--- src/rtl/cmd_pkt_pkg.sv ---
// rtl/cmd_pkt_pkg.sv - shared constants and enums for the command packet deframer
package cmd_pkt_pkg;

  localparam logic [7:0] CMD_SYNC      = 8'hA5;
  localparam logic [7:0] CMD_TYPE_PROG = 8'h01;
  localparam logic [7:0] CMD_TYPE_RUN  = 8'h02;

  typedef enum logic [1:0] {
    ERR_NONE = 2'd0,
    ERR_TYPE = 2'd1,
    ERR_LEN  = 2'd2,
    ERR_CHK  = 2'd3
  } err_code_t;

  typedef enum logic [2:0] {
    IDLE,
    TYPE,
    LEN,
    PAYLOAD,
    CHECK
  } deframe_state_t;

endpackage

--- src/rtl/byte_gap_timer.sv ---
// rtl/byte_gap_timer.sv - counts idle cycles between bytes; pulses expired at the limit
module byte_gap_timer #(
  parameter int TIMEOUT_CYCLES = 20000
) (
  input  logic clk,
  input  logic rst_n,
  input  logic clear,
  input  logic enable,
  input  logic strobe,
  output logic expired
);

  localparam int CW = $clog2(TIMEOUT_CYCLES + 1);
  localparam logic [CW-1:0] LIMIT = CW'(TIMEOUT_CYCLES);

  logic [CW-1:0] count;

  // A byte arriving on the limit cycle suppresses expiry and restarts the count.
  assign expired = enable && !clear && !strobe && (count == LIMIT);

  always_ff @(posedge clk or negedge rst_n) begin
    if (!rst_n) begin
      count <= '0;
    end else if (clear || strobe || !enable || (count == LIMIT)) begin
      count <= '0;
    end else begin
      count <= count + 1'b1;
    end
  end

endmodule

--- src/rtl/cmd_packet_deframer.sv ---
// rtl/cmd_packet_deframer.sv - turns UART bytes into checksum-verified command packets
module cmd_packet_deframer
  import cmd_pkt_pkg::*;
#(
  parameter int MAX_PAYLD_PKT_BITS = 64,
  parameter int TIMEOUT_CYCLES     = 20000
) (
  input  logic                          i_clk,
  input  logic                          n_btn_reset,
  input  logic                          rx_valid,
  input  logic [7:0]                    rx_data,
  output logic                          valid_input,
  output logic                          is_prog_mode,
  output logic [MAX_PAYLD_PKT_BITS-1:0] payload_data,
  output logic                          pkt_err,
  output logic [1:0]                    err_code,
  output logic                          err_timeout
);

  localparam int MAXB = MAX_PAYLD_PKT_BITS / 8;
  localparam int LW   = $clog2(MAXB + 1);

  deframe_state_t state, next_state;

  logic [MAX_PAYLD_PKT_BITS-1:0] shadow, masked;
  logic [LW-1:0] idx, idx_next, len;
  logic [7:0]    chk;
  logic          type_prog;
  logic          expired;
  logic          accept, drop, drop_timeout;
  err_code_t     drop_code;
  logic          len_ok;

  byte_gap_timer #(.TIMEOUT_CYCLES(TIMEOUT_CYCLES)) u_gap_timer (
    .clk     (i_clk),
    .rst_n   (n_btn_reset),
    .clear   (state == IDLE),
    .enable  (state != IDLE),
    .strobe  (rx_valid),
    .expired (expired)
  );

  assign idx_next = idx + 1'b1;
  assign len_ok   = (rx_data != 8'h00) && (int'(rx_data) <= MAXB);

  always_comb begin
    masked = '0;
    for (int i = 0; i < MAXB; i++) begin
      if (LW'(i) < len) masked[8*i +: 8] = shadow[8*i +: 8];
    end
  end

  always_ff @(posedge i_clk or negedge n_btn_reset) begin
    if (!n_btn_reset) state <= IDLE;
    else              state <= next_state;
  end

  always_comb begin
    next_state   = state;
    accept       = 1'b0;
    drop         = 1'b0;
    drop_code    = ERR_NONE;
    drop_timeout = 1'b0;
    if (rx_valid) begin
      case (state)
        IDLE: if (rx_data == CMD_SYNC) next_state = TYPE;
        TYPE: begin
          if (rx_data == CMD_TYPE_PROG || rx_data == CMD_TYPE_RUN) begin
            next_state = LEN;
          end else begin
            next_state = IDLE;
            drop       = 1'b1;
            drop_code  = ERR_TYPE;
          end
        end
        LEN: begin
          if (len_ok) begin
            next_state = PAYLOAD;
          end else begin
            next_state = IDLE;
            drop       = 1'b1;
            drop_code  = ERR_LEN;
          end
        end
        PAYLOAD: if (idx_next == len) next_state = CHECK;
        CHECK: begin
          next_state = IDLE;
          if (rx_data == chk) begin
            accept = 1'b1;
          end else begin
            drop      = 1'b1;
            drop_code = ERR_CHK;
          end
        end
        default: next_state = IDLE;
      endcase
    end else if (expired) begin
      next_state   = IDLE;
      drop         = 1'b1;
      drop_code    = ERR_CHK;
      drop_timeout = 1'b1;
    end
  end

  always_ff @(posedge i_clk or negedge n_btn_reset) begin
    if (!n_btn_reset) begin
      valid_input  <= 1'b0;
      pkt_err      <= 1'b0;
      is_prog_mode <= 1'b0;
      payload_data <= '0;
      err_code     <= ERR_NONE;
      err_timeout  <= 1'b0;
      shadow       <= '0;
      idx          <= '0;
      len          <= '0;
      chk          <= 8'h00;
      type_prog    <= 1'b0;
    end else begin
      valid_input <= accept;
      pkt_err     <= drop;
      if (accept) begin
        payload_data <= masked;
        is_prog_mode <= type_prog;
        err_code     <= ERR_NONE;
        err_timeout  <= 1'b0;
      end
      if (drop) begin
        err_code <= drop_code;
        if (drop_timeout) err_timeout <= 1'b1;
      end
      if (rx_valid) begin
        case (state)
          IDLE: begin
            if (rx_data == CMD_SYNC) begin
              shadow <= '0;
              idx    <= '0;
              chk    <= 8'h00;
            end
          end
          TYPE: begin
            type_prog <= (rx_data == CMD_TYPE_PROG);
            chk       <= rx_data;
          end
          LEN: begin
            len <= LW'(rx_data);
            idx <= '0;
            chk <= chk ^ rx_data;
          end
          PAYLOAD: begin
            for (int i = 0; i < MAXB; i++) begin
              if (idx == LW'(i)) shadow[8*i +: 8] <= rx_data;
            end
            chk <= chk ^ rx_data;
            idx <= idx_next;
          end
          default: ;
        endcase
      end
    end
  end

endmodule

--- config.mk ---
export PLATFORM = sky130hd
export DESIGN_NAME = cmd_packet_deframer
export DESIGN_NICKNAME = d
export VERILOG_FILES = /design/src/rtl/cmd_pkt_pkg.sv /design/src/rtl/byte_gap_timer.sv /design/src/rtl/cmd_packet_deframer.sv
export SDC_FILE = /design/constraint.sdc
export NUM_CORES = 1
export LEC_CHECK = 0
export ABC_AREA = 1
export CORE_MARGIN = 1.5
export CORE_UTILIZATION = 30
export CTS_BUF_LIST = sky130_fd_sc_hd__clkbuf_8 sky130_fd_sc_hd__clkbuf_16
export CTS_CLUSTER_SIZE = 12
export DETAILED_ROUTE_END_ITERATION = 10
export GPL_TIMING_DRIVEN = 1
export HOLD_SLACK_MARGIN = 0.12
export SLEW_MARGIN = 30
export SYNTH_ARGS = -nofsm -noshare
export SYNTH_HDL_FRONTEND = slang
export SYNTH_SLANG_ARGS = --single-unit
--- constraint.sdc ---
create_clock -name i_clk -period 3.5 [get_ports i_clk]
set_clock_uncertainty 0.15 [all_clocks]
set_input_delay 0.7 -clock i_clk [delete_from_list [all_inputs] [get_ports i_clk]]
set_output_delay 0.7 -clock i_clk [all_outputs]
set_load 0.01 [all_outputs]
==> implementation parameters <==
Parameter                              Value

Status
  Result of the run ... finished clean

Floorplan
  Die area ... roughly 26000 um^2
  Std-Cell Core Area ... between 20000 and 25000 um^2
  Effective utilization at floorplan ... between 30 and 40%
  Horizontal die dimension ... 160 um
  Die Y ... 160 um
  Floorplan row count ... 57
  I/O pin cnt ... 81

Clocking
  Worst skew pair latency ... 0.43 ns
  CTS Buf Count ... 17
  TritonCTS clock tree ... done
  Post-CTS Setup Inserts ... 0
  Number of hold buffers added after cts ... 0
  Clock Tree Root ... clkbuf_16
  Clock H-tree levels ... 4
  Total clock sinks ... 169
  Maximum buffer depth of the clock tree ... 2
  Resize count post-CTS ... 0
  Post-CTS clock slew at the launch and capture registers of the worst setup and hold paths ... 0.06 ns

Power and ir drop
  Proportion of power drawn by flip-flops and latches ... 41.5%
  Sw frac ... 31.1%
  Power density relative to cell area ... approximately 560 nW/um^2
  Internal power ... between 0.003 and 0.004 W
  Max rail drop VDD ... 0.321 mV
  Leak Pwr ... 3.97 nW
  Psw ... ~0.0016 W
  Portion of total power attributed to combinational logic ... roughly 18%
  Relative contribution of the clock network to total power ... ~40%

Setup path
  Worst R2R Path Depth ... 6
  Kind of critical path ... in -> reg
  Worst endpoint required time ... 3.64 ns
  Data arrival time of the worst path ... 2.55 ns
  Register-to-register setup slack ... 1.47 ns
  Endpoint class of the critical path ... flop
  CP Launch Type ... primary input
  Capture instance of the worst register-to-register path ... payload_data[0]$_DFFE_PN0P_
  Critical register-to-register path startpoint ... len[3]$_DFFE_PN0P_
  Top fanout value on the critical path ... 133

Final layout
  Most common cell after layout, fill and taps aside ... nand2_1
  Post-layout net count ... 930
  Share of the core filled with cells ... 37.7%
  Commonest cells after routing, fill and taps aside ... nand2_1, dfrtp_1, clkdlybuf4s50_1, o21ai_0, o21ai_1
  Share of post-route cells with drive strength above 1 ... 8.42%
  Relative area change from synthesis to final layout ... 23.6%
  Diode count ... 0
  Fin area ... 9170 um^2
  Fill cells ... between 2k and 2.5k

STA
  Ratio of final minimum period to clock period ... between 60% and 70%
  Aggregate negative setup slack ... 0 ns
  Number of max-slew violations in the final report ... 0
  Worst max-slew margin expressed relative to the limit ... 50.5%
  Fmax achieved ... 415 MHz
  Setup repair after global routing missed its margin ... no
  Setup violation total in the final timing report ... 0
  Transition time at the pin with the least slew margin ... approximately 0.74 ns
  Final critical path time including I/O delays and setup ... 2.41 ns
  Fin. Hold Viols ... 0

Synth
  Yosys top cell area share ... 57.0%
  Sequential element share of the synthesized area ... 57.0%
  Top post-synthesis cells by area ... dfrtp_1, nand2_1, o21ai_0
  Async set-reset flop share out of synthesis ... 100%
  Syn_area_per_cell ... 8.89 um^2
  Yosys synthesis warning count ... 0
  Library cell with the largest summed area after synthesis ... dfrtp_1
  Library cells used by synthesis ... 37
  Ys flop type ... dfrtp_1
  Count of flip-flops with a built-in enable after synthesis ... 0
  Number of instances in the synthesized netlist ... ~830
  Yosys reg bits ... 169
  Post-synthesis net count ... 851
  Syn Std Cell Area ... 7420 um^2

Global routing
  Wire length of the first global-routing pass ... 28700 um
  Vias in the first global route ... roughly 5.3k
  Total routing usage reported by global routing ... between 10% and 20%
  Largest net degree at the start of global routing ... 134
  Remaining Overflow, GRT ... 0
  Antenna violations before repair ... 0

Place
  Placed standard-cell area ... 8520 um^2
  Total half-perimeter wirelength after legalization and detailed placement ... 11900 um
  Buffers on Ports ... 80
  Gp weighted congestion ... 0.902

Routing
  Detail-routed via count per cell ... roughly 4.5
  Routed via count ... 5641
  Number of design-rule violations left by the first detailed-router iteration ... 360
  Residual DRC ... 0
  Routed Wire Length ... 17200 um
  Number of search-and-repair iterations in the first detailed-routing pass ... 5
  Average wire per cell in the routed design ... 13.8 um
  Remaining antenna violation count ... 0

Run
  Max-capacitance violation count ... 0

Hold path
  Kind of path behind the tightest hold check ... in -> async
## state kept, by name, indices dropped and copies added (netlist names)
register           flops
pkt_err                1
is_prog_mode           1
valid_input            1
payload_data          64
u_gap_timer.count     15
idx                    4
shadow                64
type_prog              1
len                    4
err_code               2
err_timeout            1
state                  3
chk                    8
## critical path, stage by stage
cell and delay, ns:
clkdlybuf4s50_1 0.54, inv_1 0.12, nand2_1 0.07, nand2_1 0.08, nand2_1 0.06, nor2_1 0.25, nand4_4 0.13, buf_12 0.23
nand2_1 0.14, o21ai_0 0.09
## power by group through the flow
stage | clock (W) | combinational [W] | sequential [W]
after global placement | 0 | 0.000944 | 0.00217
after global routing | 0.00219 | 0.00107 | 0.00215
after detailed placement | 0 | 0.000953 | 0.00217
after CTS | 0.00210 | 0.000955 | 0.00214
final | 0.00206 | 0.000945 | 0.00214
after floorplan | 0 | 0.000757 | 0.00215
## Yosys cell counts, drive strengths merged (3+ instances only)
cell and n:
a21oi 18, buf 18, clkbuf 8, dfrtp 169, ha 6, inv 56
nand2 298, nand3 23, nand4 6, nor2 45, nor3 10, nor3b 3
o21ai 147, o22ai 8, xnor2 4, xor2 4
## worst max path at each step
stage	from	to
floorplan	rx_data[6]	err_code[0]$_DFFE_PN0P_
global placement	rx_data[0]	idx[1]$_DFFE_PN0P_
detailed placement	rx_data[0]	idx[2]$_DFFE_PN0P_
CTS	rx_data[0]	idx[2]$_DFFE_PN0P_
global route	rx_data[0]	idx[3]$_DFFE_PN0P_
finish	rx_data[7]	payload_data[56]$_DFFE_PN0P_
## cells by family after synthesis
logic type      synth area share, %
buf+inv                        5.33
fa+ha+maj                      1.01
flops                          57.0
compound gates                 13.3
simple gates                   22.4
xor+xnor                      0.944
## final cells by class
class                           instances  area [um^2]  area share [%]
Tap cell                              324          405            4.42
Sequential cell                       169         4230            46.1
Clock buffer                           18          439            4.79
Clock inverter                         14          214            2.33
Inverter                               58          223            2.43
Multi-Input combinational cell        581         2800            30.6
Timing Repair Buffer                   86          860            9.37
## layer usage
| layer | vias up | wire (um) | GRT usage (%) |
|---|---|---|---|
| met3 | 15 | 752 | 2.94 |
| met2 | 121 | 7750 | 21.8 |
| met1 | 2622 | 8570 | 20.2 |
| li1 | 2883 | - | - |
| met5 | - | 0 | 0 |
| met4 | 0 | 174 | 4.12 |
## per-stage QoR
stage | cells | setup WS [ns] | total power (W) | hold slack, ns
5_1_grt | 1250 | 0.914 | 0.00541 | 0.190
3_3_place_gp | 1218 | 0.757 | 0.00312 | 0.317
3_5_place_dp | 1218 | 0.732 | 0.00312 | 0.315
2_1_floorplan | 834 | 1.55 | 0.00291 | 0.254
6_report | 1250 | 1.09 | 0.00514 | 0.139
4_1_cts | 1250 | 1.17 | 0.00519 | 0.166
Power figures use the tool's default switching activity.
